`config.mk`:
```
export PLATFORM = sky130hd
export DESIGN_NAME = dmx8_4bits_reg
export DESIGN_NICKNAME = d
export VERILOG_FILES = /design/src/rtl/dmx8_pkg.sv /design/src/rtl/dmx8.sv /design/src/rtl/dmx8_4bits_reg.sv
export SDC_FILE = /design/constraint.sdc
export NUM_CORES = 1
export LEC_CHECK = 0
export CAP_MARGIN = 5
export CORE_MARGIN = 1
export CORE_UTILIZATION = 44
export CTS_BUF_LIST = sky130_fd_sc_hd__clkbuf_8
export DETAILED_ROUTE_END_ITERATION = 6
export PLACE_DENSITY = 0.75
export SYNTH_ARGS = -nofsm -noshare
export SYNTH_HDL_FRONTEND = slang
export SYNTH_SLANG_ARGS = --single-unit
```
`constraint.sdc`:
```
create_clock -name clk -period 2.1 [get_ports clk]
set_input_delay 0.21 -clock clk [delete_from_list [all_inputs] [get_ports clk]]
set_output_delay 0.21 -clock clk [all_outputs]
set_load 0.005 [all_outputs]
```
`src/rtl/dmx8_pkg.sv`:
```
// Shared constants and types for the 8-slot, 4-bit routed register bank.
// The data width and slot count are set here and used by every other file.
package dmx8_pkg;

    localparam int DATA_W = 4;
    localparam int SLOTS  = 8;
    localparam int SEL_W  = $clog2(SLOTS);

    typedef logic [DATA_W-1:0] data_t;
    typedef logic [SEL_W-1:0]  sel_t;
    typedef logic [SLOTS-1:0]  slot_mask_t;

endpackage

```
`src/rtl/dmx8.sv`:
```
// Combinational 1-to-8 demux: steers the write strobe onto the enable line
// of the slot selected by {s2,s1,s0}.
module dmx8
    import dmx8_pkg::*;
(
    input  logic       we,
    input  logic       s2,
    input  logic       s1,
    input  logic       s0,
    output slot_mask_t en
);

    sel_t sel;

    assign sel = {s2, s1, s0};

    generate
        for (genvar gi = 0; gi < SLOTS; gi++) begin : g_en
            assign en[gi] = we && (sel == SEL_W'(gi));
        end
    endgenerate

endmodule

```
`src/rtl/dmx8_4bits_reg.sv`:
```
// Eight 4-bit registered slots with per-slot valid flags. A write goes either
// to the explicit select or, in auto mode, to a wrapping write pointer.
module dmx8_4bits_reg
    import dmx8_pkg::*;
(
    input  logic              clk,
    input  logic              reset,
    input  logic [DATA_W-1:0] d,
    input  logic              s2,
    input  logic              s1,
    input  logic              s0,
    input  logic              we,
    input  logic              auto,
    input  logic              clr,
    output logic [DATA_W-1:0] y0,
    output logic [DATA_W-1:0] y1,
    output logic [DATA_W-1:0] y2,
    output logic [DATA_W-1:0] y3,
    output logic [DATA_W-1:0] y4,
    output logic [DATA_W-1:0] y5,
    output logic [DATA_W-1:0] y6,
    output logic [DATA_W-1:0] y7,
    output logic [SLOTS-1:0]  vld,
    output logic [SEL_W-1:0]  ptr,
    output logic              full
);

    sel_t       target;
    slot_mask_t slot_en;
    logic       wr_ok;

    data_t      slot_reg [SLOTS];
    slot_mask_t vld_reg;
    slot_mask_t vld_next;
    sel_t       ptr_reg;
    sel_t       ptr_next;

    // clr takes priority over a simultaneous write: nothing is loaded.
    assign wr_ok  = we && !clr;
    assign target = auto ? ptr_reg : {s2, s1, s0};

    dmx8 u_dmx8 (
        .we (wr_ok),
        .s2 (target[2]),
        .s1 (target[1]),
        .s0 (target[0]),
        .en (slot_en)
    );

    always_comb begin
        ptr_next = ptr_reg;
        vld_next = vld_reg | slot_en;
        if (clr) begin
            ptr_next = '0;
            vld_next = '0;
        end else if (we && auto) begin
            ptr_next = ptr_reg + SEL_W'(1);
        end
    end

    always_ff @(posedge clk or posedge reset) begin
        if (reset) begin
            ptr_reg <= '0;
            vld_reg <= '0;
        end else begin
            ptr_reg <= ptr_next;
            vld_reg <= vld_next;
        end
    end

    // Slot data survives clr; only reset wipes it.
    generate
        for (genvar gi = 0; gi < SLOTS; gi++) begin : g_slot
            always_ff @(posedge clk or posedge reset) begin
                if (reset) begin
                    slot_reg[gi] <= '0;
                end else if (slot_en[gi]) begin
                    slot_reg[gi] <= d;
                end
            end
        end
    endgenerate

    assign y0   = slot_reg[0];
    assign y1   = slot_reg[1];
    assign y2   = slot_reg[2];
    assign y3   = slot_reg[3];
    assign y4   = slot_reg[4];
    assign y5   = slot_reg[5];
    assign y6   = slot_reg[6];
    assign y7   = slot_reg[7];
    assign vld  = vld_reg;
    assign ptr  = ptr_reg;
    assign full = &vld_reg;

endmodule

```
Word level (Yosys, flattened, before mapping)
Index checks and enable logic that the tools add are counted.

Flip-flop bits (word level): 43. Latch bits: 0. Memory bits (writable): 0. Memory bits (read-only): 0. Input bits: 12. Output and inout port bits: 44. Memories: 0.

Add/sub/neg operators: 1. Multiply operators: 0. Divide/modulo/power cells: 0. Order comparisons: 0. Equality and inequality tests: 7. Shift-type cells: 0. Mux-type cells: 4. Bitwise gates (word level): 1. Reductions and logical operators: 14.

Operator list (count): $eq 3x3->1 const B (4); $logic_and 1x1->1 (10); $mux 3 (3); $mux 8 (1); $or 8x8->8 (1); $reduce_and 8->1 (1); $eq 3x2->1 const B (2); $add 3x1->3 const B (1); $eq 3x1->1 const B (1); $logic_not 3->1 (1); $reduce_bool 2->1 (1); $logic_not 1->1 (1).

Longest topological paths before layout
Gate-level depths: netlist of run 1.

Word-level depth: 5. Gate-level depth with buffers: 4.

By module
Synthesis of run 1 repeated with hierarchy kept, for this count alone.

Cell total of the unflattened synthesis: 120. Area, all modules: 1755.4 sq um.

By module, submodules not included: dmx8_4bits_reg (times used 1, cells an instance 112, area an instance 1659.1 sq um, sequential area each 1076.0 sq um); dmx8 (times used 1, cells an instance 8, area an instance 96.3 sq um, sequential area each 0.0 sq um).

Worst setup path after synthesis of run 1
No wires, ideal clock.

Kind: register to register. From: register ptr_reg[0] (netlist: ptr[0]). To: register slot_reg, in the netlist y2[0]. Library setup time: 125 ps. Arrival: 1363 ps. Slack: 613 ps. Stages on the path, launching flop included: 4. Buffers on the path: 0. Cells stage by stage: dfrtp_1 and3b_2 o211ai_2 mux2_2.

Cells in the longest elaborated chain, start to end: 3.

Ends and longest elaborated chain: from (decl) (RTL line dmx8_4bits_reg.sv:35) `sel_t ptr_reg;`; from (signal assigned) (RTL line dmx8_4bits_reg.sv:66) `ptr_reg <= ptr_next;`; $mux 3 (RTL line dmx8_4bits_reg.sv:40) `assign target = auto ? ptr_reg : {s2, s1, s0};`; $eq 3x2->1 (RTL line dmx8.sv:19) `assign en[gi] = we && (sel == SEL_W'(gi));`; $logic_and 1x1->1 (RTL line dmx8.sv:19); to (signal, indexed assignment) (RTL line dmx8_4bits_reg.sv:76) `slot_reg[gi] <= '0;`; to (signal, indexed assignment) (RTL line dmx8_4bits_reg.sv:78) `slot_reg[gi] <= d;`; to (decl) (RTL line dmx8_4bits_reg.sv:32) `data_t slot_reg [SLOTS];`.

Every way passes these cells. A chain may end at the register's enable or synchronous reset.

Worst setup path in the final report of run 1
From: input auto. To: register slot_reg, in the netlist y4[2].

Cells in the longest elaborated chain, start to end: 3.

Ends and longest elaborated chain: from (decl) (RTL line dmx8_4bits_reg.sv:13) `input logic auto,`; $mux 3 (RTL line dmx8_4bits_reg.sv:40); $eq 3x3->1 (RTL line dmx8.sv:19); $logic_and 1x1->1 (RTL line dmx8.sv:19).

Every way passes these cells.

==> run_results.csv, run 1 <==
group,metric,value,unit
timing,holdWs,0.3470,ns
routing,wl_per_cell,17.77,um
worst_setup_path,path_max_fanout,8,
power_and_ir_drop,ir_drop,599.3,uV
global_route,grt_max_degree,44,
clocking,cts_resized,0,
place,dp_hpwl,3158,um
timing,rsz0062_at_grt,"false",
routing,drt_iter0_markers,30,
worst_setup_path,cp.required,2.27,ns
job,max-cap-violations,0,
routing,wirelength,4300,um
clocking,cts_buffer_depth,2,
global_route,grt_pass1_wl,6851,um
synth,synth-seq-area-share,56.92,%
layout,largest_reg_flops,8,
timing,timing.fmax,0.5899,GHz
clocking,cts_root_buf,"clkbuf_8",
timing,finalHoldViolations,0,
layout,area_delta_synth_final,38.52,%
worst_setup_path,end_kind,"flip-flop",
synth,yosys.area.top_type,"dfrtp_1",
floorplanning,start_util,46.59,%
synth,postSynth.asyncResetShare,100.0,%
synth,syn_area,0.001891,sq mm
routing,viasPerCell,5.322,
global_route,antenna_found_initial,0,
floorplanning,io-pin-count,56,
floorplanning,die_y,67.55,um
power_and_ir_drop,power_leakage,0.001163,uW
synth,synth_top_area_share,56.92,%
timing,relSlewSlack,65.71,%
layout,drive_gt1_share,30.73,%
timing,drv_slew,0,
layout,stdcell_area,0.002619,sq mm
routing,first_pass_iters,6,
floorplanning,num_rows,23,
synth,synth_nets,140,
synth,yosysWarnings,0,
timing,setup_violations,0,
layout,diodes,0,
timing,period_needed,1.695,ns
global_route,grt_overflow,0,
timing,finalCritPeriodShare,80.73,%
timing,fin_skew,0.006737,ns
clocking,clock_insertion_delay_worst_skew,0.29,ns
clocking,cts_buffers,5,
floorplanning,die_w,67.55,um
timing,worstMarginPinSlew,0.5143,ns
run_status,run_status,"complete, no violations",
clocking,htree_levels,2,
routing,dr_total_vias,1288,
place,port_buffers,55,
clocking,clkTransAtPathRegs,0.07,ns
floorplanning,core,0.004058,sq mm
worst_setup_path,startpoint_type,"primary input",
floorplanning,die_area,0.004563,sq mm
power_and_ir_drop,power.density,846.0,mW/mm^2
synth,syn_inst,127,
routing,drc,0,
clocking,cts.sinks,43,
timing,tns,0,ns
global_route,grt_pass1_vias,1315,
hold_path,hp-class,"primary input to async pin",
global_route,grt_usage,21.50,%
worst_setup_path,critical_path_class,"primary input to flip-flop",
synth,yosys.cell_count.top_type,"dfrtp_1",
place,placed_area,0.002519,sq mm
clocking,cts_tree,"done",
synth,ys.flop_type,"dfrtp_1",
synth,synth_seq_cells,43,
layout,post-route-util,64.54,%
synth,synth_area_leaders,"dfrtp_1 57%, mux2_2 14%, mux2_4 7.1%, o211ai_2 4.0%, a21oi_1 2.4%",
clocking,post-cts-setup-buffers,0,
layout,nets,204,
clocking,ctsHoldBuffers,0,
synth,synth.avg_cell_area,14.89,sq um
place,gp_congestion,0.7867,
synth,synth_edf_count,0,
worst_setup_path,cp.arrival,1.87,ns
routing,drtAntennaViolNets,0,
synth,synth_cell_type_count,25,
synth,yosys-top-cells-count,"43 x dfrtp_1, 23 x mux2_2, 9 x a21oi_1, 9 x inv_1, 9 x mux2_4",
## stage by stage
stage	worst slack [ns]	instances	power (uW)
2_1_floorplan	0.6127	127	1280
3_3_place_gp	0.1406	234	1655
3_5_place_dp	0.08174	234	1675
4_1_cts	0.4114	242	2243
5_1_grt	0.3387	242	2313
6_report	0.4047	242	2216
## path summary, 6_finish.rpt
path	slack (ns)	end	start	cells past startpoint
min in group clk	0.51	y0[0]$_DFFE_PP0P_	y0[0]$_DFFE_PP0P_	1
max reg2reg	0.47	y6[0]$_DFFE_PP0P_	ptr[0]$_DFFE_PP0P_	3
min	0.35	y0[2]$_DFFE_PP0P_	reset	3
max in group asynchronous	1.40	y3[0]$_DFFE_PP0P_	reset	3
min reg2reg	0.51	y0[0]$_DFFE_PP0P_	y0[0]$_DFFE_PP0P_	1
max	0.40	y4[2]$_DFFE_PP0P_	auto	5
## worst max-delay path, cell delays in order
cell,delay (ns)
clkdlybuf4s50_1,0.51
buf_4,0.22
nor3b_4,0.16
o211ai_2,0.37
mux2_2,0.39
## cells by family (layout without fill, tap and decap cells)
family / Yosys count / after routing / synth area share [%]
AOI/OAI and AO/OA: 17 / 17 / 8.206
xor gates and xnor gates: 2 / 2 / 0.9267
adders and majority gates: 1 / 1 / 0.6617
buffers and inverters: 11 / 76 / 2.581
DFF: 43 / 43 / 56.92
muxes: 34 / 34 / 22.17
and+or+nand+nor: 19 / 19 / 8.538
## report_power, final
part / switching (uW) / leakage, uW / total [uW] / internal (uW)
logic: 182 / 0.000553 / 590 / 408
registers: 94.5 / 0.000554 / 1070 / 978
clock network: 259 / 0.0000557 / 554 / 295
total: 535 / 0.00116 / 2220 / 1680
## layer usage
layer,track usage (%),vias up,wire (um)
li1,-,584,-
met1,27.49,652,1912
met2,34.65,46,2074
met3,6.588,6,268
met4,6.915,0,45
met5,0,-,0
## layout make-up
cell class	instances	area, sq um
multi-input cells	73	765.7
clock inverters	1	3.754
well taps	50	62.56
repair buffers	59	580.6
inverters	9	33.78
flip-flops and latches	43	1076
fillers	309	1439
clock buffers	7	96.34
## cells in the final DEF, fill, tap and decap left out
cell type	netlist	final
a211o_4	2	2
a21oi_1	9	9
and2b_1	1	1
and3b_2	2	2
buf_4	0	4
clkbuf_8	0	7
clkdlybuf4s50_1	0	55
dfrtp_1	43	43
ha_1	1	1
inv_1	9	10
mux2_1	1	1
mux2_2	23	23
mux2_4	9	9
mux2i_2	1	1
nand2_1	2	2
nand2b_1	1	1
nand3_1	2	2
nand3_4	1	1
nand3b_4	1	1
nand4_1	2	2
nor2_1	3	3
nor3_1	1	1
nor3b_2	2	2
nor3b_4	1	1
o211ai_2	6	6
xor2_1	2	2
(Power assumes the default switching activity.)
==> run 2: changes to the inputs <==
clock period = 1.66 ns   (was 2.1 ns; I/O delays follow)
==> run 2 against run 1 <==
  * Via count increased by 2.9%
  * Sequential share of layout area decreased by 1.8 points
  * Clock-buffer cell count decreased by 1
  * Critical endpoint is now full
  * Power increased by 33%
  * Core utilization increased by 2.9 points
  * Sequential power increased by 26%
  * Highest routed layer unchanged
  * Register-to-register slack got worse by 0.36 ns
  * Clock skew decreased by 0.0021 ns
  * First-iteration DRC count increased by 130%
==> run_results.csv, run 2 (synthesis results as in run 1) <==
group,metric,value,unit
run_status,run_status,"complete, no violations",
place,dp_hpwl,3161,um
routing,dr_total_vias,1325,
timing,period_needed,1.584,ns
timing,finalHoldViolations,0,
power_and_ir_drop,ir_drop,741.8,uV
hold_path,hp-class,"primary input to async pin",
place,placed_area,0.002621,sq mm
clocking,post-cts-setup-buffers,0,
layout,post-route-util,67.47,%
power_and_ir_drop,power.density,1078,mW/mm^2
clocking,ctsHoldBuffers,0,
clocking,clkTransAtPathRegs,0.08,ns
floorplanning,core,0.004058,sq mm
worst_setup_path,cp.arrival,1.42,ns
timing,tns,0,ns
global_route,grt_usage,20.86,%
clocking,cts_buffers,5,
place,port_buffers,55,
layout,ff_latch_area,0.001076,sq mm
timing,timing.fmax,0.6312,GHz
global_route,antenna_found_initial,0,
routing,viasPerCell,5.217,
timing,setup_violations,0,
timing,fin_ws,0.07575,ns
layout,n_fill_cell,284,
power_and_ir_drop,comb_power_share,25.9,%
floorplanning,num_rows,23,
layout,area_delta_synth_final,44.81,%
floorplanning,start_util,46.59,%
worst_setup_path,startpoint_type,"flip-flop",
routing,wirelength,4266,um
clocking,clock_insertion_delay_worst_skew,0.29,ns
routing,first_pass_iters,4,
global_route,grt_max_degree,44,
place,gp_congestion,0.7610,
clocking,cts.sinks,43,
layout,drive_gt1_share,35.29,%
power_and_ir_drop,p_switching,696.0,uW
timing,worstMarginPinSlew,0.3724,ns
worst_setup_path,cp.required,1.49,ns
power_and_ir_drop,clkPwrFrac,28.4,%
clocking,htree_levels,2,
power_and_ir_drop,power_leakage,0.001232,uW
routing,wl_per_cell,16.80,um
routing,drc,0,
floorplanning,die_y,67.55,um
clocking,cts_tree,"done",
place,pre_cts_ws,-0.3192,ns
job,max-cap-violations,0,
routing,drt_iter0_markers,69,
routing,drtAntennaViolNets,0,
timing,relSlewSlack,75.10,%
worst_setup_path,path_max_fanout,3,
timing,fin_skew,0.004634,ns
layout,layout_common_cells,"54 x clkdlybuf4s50_1, 43 x dfrtp_1, 23 x mux2_2",
layout,multi_input_comb_area,765.7,sq um
layout,stdcell_area,0.002738,sq mm
clocking,cts_root_buf,"clkbuf_8",
layout,diodes,0,
floorplanning,io-pin-count,56,
floorplanning,die_w,67.55,um
layout,largest_reg_flops,8,
power_and_ir_drop,p_int,2255,uW
layout,nets,216,
worst_setup_path,critical_path_class,"flip-flop to primary output",
global_route,grt_pass1_wl,6782,um
power_and_ir_drop,switching_share,23.58,%
layout,final_common_cell,"clkdlybuf4s50_1",
timing,drv_slew,0,
global_route,grt_overflow,0,
clocking,cts_buffer_depth,2,
floorplanning,die_area,0.004563,sq mm
global_route,grt_pass1_vias,1381,
power_and_ir_drop,seqPwrFrac,45.7,%
timing,finalCritPeriodShare,95.44,%
worst_setup_path,end_kind,"primary output",
timing,rsz0062_at_grt,"false",
==> run 2: repair_timing <==
item	CTS	global route
endpoints found under the setup margin	2	0
resized for setup	1	0
hold endpoints to repair	0	0
==> run 2: worst max-delay path, cell delays in order (launching register included) <==
cell and delay (ns):
dfrtp_1 0.40, nand4_1 0.11, nor2_1 0.11, clkdlybuf4s50_1 0.51
==> run 2: power by group through the flow <==
stage / Clock [uW] / Combinational [uW] / Sequential (uW)
2_1_floorplan: 0 / 251 / 1370
3_3_place_gp: 0 / 758 / 1360
3_5_place_dp: 0 / 771 / 1370
4_1_cts: 850 / 777 / 1350
5_1_grt: 902 / 819 / 1370
6_report: 837 / 765 / 1350
==> run 2: metrics by stage <==
stage	hold slack [ns]	power, uW	cells
global route	0.2568	3095	254
global placement	0.4753	2114	246
CTS	0.2430	2978	254
finish	0.2274	2951	254
floorplan	0.2291	1619	127
detailed placement	0.4822	2137	246
==> run 2: path summary, 6_finish.rpt <==
check | slack (ns) | from | cells after the start | to
setup / recovery | 0.08 | vld[0]$_DFF_PP0_ | 3 | full
hold / removal | 0.23 | reset | 3 | y2[2]$_DFFE_PP0P_
setup reg to reg | 0.11 | ptr[2]$_DFFE_PP0P_ | 3 | y3[0]$_DFFE_PP0P_
hold reg to reg | 0.50 | y5[0]$_DFFE_PP0P_ | 1 | y5[0]$_DFFE_PP0P_
max in group asynchronous | 1.23 | reset | 3 | y3[0]$_DFFE_PP0P_
min in group clk | 0.50 | y5[0]$_DFFE_PP0P_ | 1 | y5[0]$_DFFE_PP0P_
==> run 2: final cells by class <==
class,count,area share [%]
inverters,9,1.234
clock inverters,2,1.280
well taps,50,2.285
clock buffers,6,3.016
flip-flops and latches,43,39.31
multi-input cells,73,27.97
repair buffers,71,24.91
==> run 2: per-layer routing <==
metal | share of wire (%) | track usage, % | vias up
met2 | 46 | 32.55 | 44
met1 | 47 | 28.46 | 669
met5 | 0 | 0 | -
met4 | 1.2 | 6.383 | 0
li1 | - | - | 607
met3 | 5.4 | 5.236 | 5
